[src/rtl/sonic_dist.sv]
// Ultrasonic echo-count to centimetre converter with a 4-sample moving average.
// A restoring divider turns the echo cycle count into cm; an out-of-range code bypasses the filter.
module sonic_dist #(
  parameter int unsigned DIVISOR  = 2900,
  parameter logic [23:0] OOR_CODE = 24'h000FFF
) (
  input  logic        clk,
  input  logic        reset_n,
  input  logic        en,
  input  logic        in_stb,
  input  logic [23:0] in_count,
  input  logic        clr,
  output logic [11:0] dist_cm,
  output logic        dist_valid,
  output logic        out_of_range,
  output logic        new_flag,
  output logic        overrun,
  output logic        busy
);

  typedef enum logic [1:0] {IDLE, DIV, ACC, OUT} state_t;

  localparam logic [24:0] DIV_W = 25'(DIVISOR);

  state_t      state;
  state_t      state_next;

  logic [23:0] quo;
  logic [23:0] rem;
  logic [4:0]  bit_cnt;
  logic        oor;

  logic [11:0] buffer [4];
  logic [1:0]  wr_ptr;
  logic [13:0] sum;
  logic [2:0]  fill;

  logic        accept;
  logic [24:0] rem_shift;
  logic        ge;
  logic [23:0] rem_next;
  logic [23:0] quo_next;
  logic [11:0] q_sat;
  logic [11:0] evict;
  logic [13:0] sum_next;
  logic [2:0]  fill_next;
  logic        set_valid;
  logic        set_overrun;

  assign accept      = en && in_stb && (state == IDLE);
  assign busy        = (state != IDLE);
  assign set_overrun = en && in_stb && busy;
  assign set_valid   = (state == ACC) || ((state == OUT) && oor);

  // The dividend shifts out of quo's MSB while quotient bits enter at its LSB.
  always_comb begin
    rem_shift = {rem, quo[23]};
    ge        = (rem_shift >= DIV_W);
    rem_next  = 24'(rem_shift - (ge ? DIV_W : 25'd0));
    quo_next  = {quo[22:0], ge};
  end

  always_comb begin
    q_sat     = (|quo[23:12]) ? 12'hFFF : quo[11:0];
    evict     = buffer[wr_ptr];
    fill_next = (fill == 3'd4) ? 3'd4 : fill + 3'd1;
    sum_next  = sum + {2'b00, q_sat} - ((fill == 3'd4) ? {2'b00, evict} : 14'd0);
  end

  always_ff @(posedge clk) begin
    if (!reset_n) begin
      state <= IDLE;
    end else begin
      state <= state_next;
    end
  end

  always_comb begin
    state_next = state;
    unique case (state)
      IDLE: begin
        if (accept) begin
          state_next = (in_count == OOR_CODE) ? OUT : DIV;
        end
      end
      DIV: begin
        if (bit_cnt == 5'd23) begin
          state_next = ACC;
        end
      end
      ACC:     state_next = OUT;
      OUT:     state_next = IDLE;
      default: state_next = IDLE;
    endcase
  end

  always_ff @(posedge clk) begin
    if (!reset_n) begin
      quo          <= '0;
      rem          <= '0;
      bit_cnt      <= '0;
      oor          <= 1'b0;
      wr_ptr       <= '0;
      sum          <= '0;
      fill         <= '0;
      dist_cm      <= '0;
      dist_valid   <= 1'b0;
      out_of_range <= 1'b0;
      for (int i = 0; i < 4; i++) begin
        buffer[i] <= '0;
      end
    end else begin
      dist_valid <= 1'b0;
      unique case (state)
        IDLE: begin
          if (accept) begin
            quo     <= in_count;
            rem     <= '0;
            bit_cnt <= '0;
            oor     <= (in_count == OOR_CODE);
          end
        end
        DIV: begin
          quo     <= quo_next;
          rem     <= rem_next;
          bit_cnt <= bit_cnt + 5'd1;
        end
        ACC: begin
          buffer[wr_ptr] <= q_sat;
          sum            <= sum_next;
          fill           <= fill_next;
          wr_ptr         <= wr_ptr + 2'd1;
          dist_cm        <= (fill_next == 3'd4) ? sum_next[13:2] : q_sat;
          out_of_range   <= 1'b0;
          dist_valid     <= 1'b1;
        end
        OUT: begin
          // Out-of-range samples report here, leaving the filter state untouched.
          if (oor) begin
            out_of_range <= 1'b1;
            dist_valid   <= 1'b1;
          end
        end
        default: ;
      endcase
    end
  end

  // Sticky flags: a set in the same cycle as clr takes priority.
  always_ff @(posedge clk) begin
    if (!reset_n) begin
      new_flag <= 1'b0;
      overrun  <= 1'b0;
    end else begin
      if (set_valid) begin
        new_flag <= 1'b1;
      end else if (clr) begin
        new_flag <= 1'b0;
      end
      if (set_overrun) begin
        overrun <= 1'b1;
      end else if (clr) begin
        overrun <= 1'b0;
      end
    end
  end

endmodule

[config.mk]
export PLATFORM = sky130hd
export DESIGN_NAME = sonic_dist
export DESIGN_NICKNAME = d
export VERILOG_FILES = /design/src/rtl/sonic_dist.sv
export SDC_FILE = /design/constraint.sdc
export NUM_CORES = 1
export LEC_CHECK = 0
export CORE_ASPECT_RATIO = 1.4
export CORE_MARGIN = 4
export CORE_UTILIZATION = 55
export CTS_BUF_LIST = sky130_fd_sc_hd__clkbuf_4 sky130_fd_sc_hd__clkbuf_8
export CTS_CLUSTER_DIAMETER = 50
export DETAILED_ROUTE_END_ITERATION = 8
export HOLD_SLACK_MARGIN = 0.06
export MAX_ROUTING_LAYER = met4
export PLACE_DENSITY = 0.82
export SYNTH_ARGS = -nofsm -noshare
export SYNTH_HDL_FRONTEND = slang
export SYNTH_SLANG_ARGS = --single-unit
[constraint.sdc]
create_clock -name clk -period 4.05 [get_ports clk]
set_clock_uncertainty 0.15 [all_clocks]
set_input_delay 1.215 -clock clk [delete_from_list [all_inputs] [get_ports clk]]
set_output_delay 1.215 -clock clk [all_outputs]
set_load 0.1 [all_outputs]
==> flow_metrics.py <==
metrics = {
    "detailed_routing": {
        "drtAntennaViolNets": 0,
        "wl_per_cell_um": 18.04,
        "wirelength_um": 17880,
        "vias": 6012,
        "firstDrtPassIters": 5,
        "viasPerCell": 6.067,
        "drcViolationCount": 0,
        "drtIter0Drc": 357,
    },
    "cells_and_area": {
        "fin_cells": 991,
        "fillers": 1005,
        "layout_common_cells": "143 x nor2_1, 92 x dfxtp_1, 60 x nand2_1, 51 x buf_4, 48 x edfxtp_1",
        "layout_commonest_cell": "nor2_1",
        "diodes": 0,
        "area_delta_synth_final_pct": 15.52,
        "nNetsFinal": 894,
        "drive_gt1_share_pct": 12.29,
        "multiInputGateArea_sq_um": 3592,
        "regArea_sq_um": 3304,
    },
    "hold_path": {
        "hold_path_class": "register to register",
        "hold_end": "dist_cm[9]",
        "hp-start": "dist_cm[9]",
        "hold_depth": 2,
    },
    "synth": {
        "synth_seq_cells": 141,
        "synth_ff_type": "dfxtp_1",
        "syn_area_per_cell_sq_um": 9.408,
        "syn_inst": 761,
        "synth_top_family_by_area": "simple AND/OR/NAND/NOR gates",
        "synth-compound-area-share_pct": 14.92,
        "yosysWarnings": 0,
        "synth-edff-count": 48,
        "synthArstFlopShare_pct": 0,
        "synthAdderAreaFrac_pct": 8.249,
        "yosys.area_share.simple_pct": 16.92,
        "synth-xor-area-share_pct": 4.159,
        "synth_area_sq_um": 7159,
        "yosysSeqAreaShare_pct": 46.14,
        "synthMuxAreaShare_pct": 5.610,
        "syn-num-nets": 830,
        "synth_cell_types": 56,
    },
    "place": {
        "placed_cells": 959,
        "hpwlAfterDp_um": 13100,
        "place_congestion": 0.9289,
        "portBuffers": 45,
    },
    "timing": {
        "slew_headroom_pct": 34.91,
        "drv_slew": 0,
        "period_minus_slack_ns": 3.856,
        "finalHoldViolCount": 0,
        "setup_viol": 0,
        "fin_tns_setup_ns": 0,
        "fmax_mhz": 259.3,
        "rsz0062_at_grt": "no",
        "fin_crit_sh_pct": 95.22,
        "tightestPinTransition_ns": 0.9764,
    },
    "run": {
        "cap_viol_max_count": 0,
    },
    "cts": {
        "cts_made_buffers": 17,
        "ctsResizeCount": 0,
        "cts_tree": "done",
        "clk_pin_slew_ns": 0.08,
        "clkSinkCount": 141,
        "post_cts_buffers": 0,
        "cts_max_path_buffers": 2,
        "clk_latency_ns": 0.45,
        "ctsHtreeMaxLevel": 4,
        "cts_root_buf": "clkbuf_8",
        "hold_buffers": 0,
    },
    "setup_path": {
        "rr_startpoint": "rem[14]",
        "path_class": "register to register",
        "crit_buf_inv": 0,
        "required_ns": 4.27,
        "cp_cell_sequence": "or4_4, or3_4, or3_4, nor4_4, ha_1, nor2b_1, o31ai_1, a31oi_2, nor3_2, nand2_1, xor2_1, o21ai_1",
        "crit_top_cell": "or3_4",
        "cp-start-kind": "register",
        "crit_fanout": 6,
        "r2r_cells": 12,
        "cp_top_family": "simple AND/OR/NAND/NOR gates",
        "arrival_ns": 4.08,
        "r2r_end": "rem[22]",
        "ff2ff_setup_slack_ns": 0.19,
        "end_kind": "register",
        "cp_slowest_stage_delay_ns": 0.56,
        "critPathSlowestCell": "or4_4",
    },
    "die": {
        "die_area_sq_um": 14930,
        "ioPinCount": 46,
        "start_util_pct": 55.87,
        "die_y_um": 143.0,
        "fp.dieW_um": 104.4,
        "rows": 49,
        "coreArea_sq_um": 12810,
    },
    "global_routing": {
        "antenna_found_initial": 0,
        "grt_start_max_net_pins": 49,
        "grt_pass1_vias": 6028,
        "grt_first_pass_wirelength_um": 29330,
        "groute.usage.overall_pct": 25.50,
        "grt-ovfl-total": 0,
    },
    "status": {
        "status": "finished clean",
    },
}
worst min-delay path: cells and delay by family (launching register included):
family,cells,cell delay [ns]
and+or+nand+nor,1,0.05
DFF,1,0.31
AOI/OAI and AO/OA,1,0.05
worst max-delay path by stage:
| stage | cells after the start | slack [ns] | start | endpoint |
|---|---|---|---|---|
| 2_1_floorplan | 11 | 0.16 | rem[14] | rem[17] |
| 3_3_place_gp | 12 | 0.15 | register | sum[13] |
| 3_5_place_dp | 12 | 0.03 | register | sum[13] |
| 4_1_cts | 12 | 0.02 | register | sum[13] |
| 5_1_grt | 11 | 0.001 | rem[14] | rem[17] |
| 6_report | 12 | 0.19 | rem[14] | rem[22] |
final cells by class:
class / instances / share of cell area [%]
timing repair buffer: 80 / 8.139
multi-input combinational: 544 / 43.43
tap: 153 / 2.315
sequential: 141 / 39.95
clock buffer: 20 / 3.101
inverter: 41 / 1.861
clock inverter: 12 / 1.195
cell usage after synthesis (3+ instances only):
master    number  share of area, %
o22ai_1       20               1.7
o21a_1         3              0.31
a21o_1         3              0.31
mux2i_1       12               1.7
a31oi_1        6              0.52
o21ai_1       23               1.6
ha_1          28               4.9
a22oi_1        6              0.63
clkbuf_1      30               1.6
nand3_1       11              0.77
xor2_1        13               1.6
nor2b_1        3              0.26
nand2b_1       6              0.52
a22o_1         5              0.61
inv_1         41               2.1
nand2_1       60               3.1
mux4_2        12               3.8
nor3_1        11              0.77
nand4_1        5              0.44
o21ai_0       27               1.9
a21oi_1       40               2.8
o221ai_1       3              0.37
a211oi_1      18               1.9
nor4_1         8              0.70
o211ai_1       3              0.31
buf_1          4              0.21
xnor2_1       21               2.6
fa_1          12               3.4
dfxtp_1       93                26
edfxtp_1      48                20
a211o_1        3              0.37
nor2_1       143               7.5
and2_1         6              0.52
or3_1          6              0.52
cell families (layout without fill, tap and decap cells):
kind of cell / Yosys count / count (layout)
AND/OR/NAND/NOR: 272 / 272
AO/OA/AOI/OAI: 173 / 173
flip-flops: 141 / 141
buffers and inverters: 76 / 153
adder cells (fa/ha/maj): 40 / 40
XOR/XNOR: 34 / 34
multiplexers: 25 / 25
state kept, by name, summed over array words and instances, names as in the netlist, 2 cells and up, named ones only:
signal,count
wr_ptr,2
dist_cm,12
rem,24
sum,14
quo,24
buffer,48
bit_cnt,5
state,2
fill,3
routing by layer:
layer  GRT usage, %  vias up  part of all wire [%]
li1               -     2842                     -
met2          43.87      213                    51
met3          4.930       74                   5.2
met5              -        -                     0
met4          16.11        0                   6.3
met1          26.94     2883                    38
stage by stage:
step,hold slack (ns),worst slack [ns],instance area [sq um],util [%]
2_1_floorplan,0.2930,0.1641,7161,-
3_3_place_gp,0.2941,0.1509,7895,61.62
3_5_place_dp,0.2969,0.03133,7895,61.62
4_1_cts,0.3066,0.01549,8250,64.39
5_1_grt,0.3184,0.001209,8270,64.54
6_report,0.3065,0.1937,8270,64.54
Power is left out: the tool's default activity adds up to more than one toggle a clock period on the data nets, which glitch-free logic cannot reach.
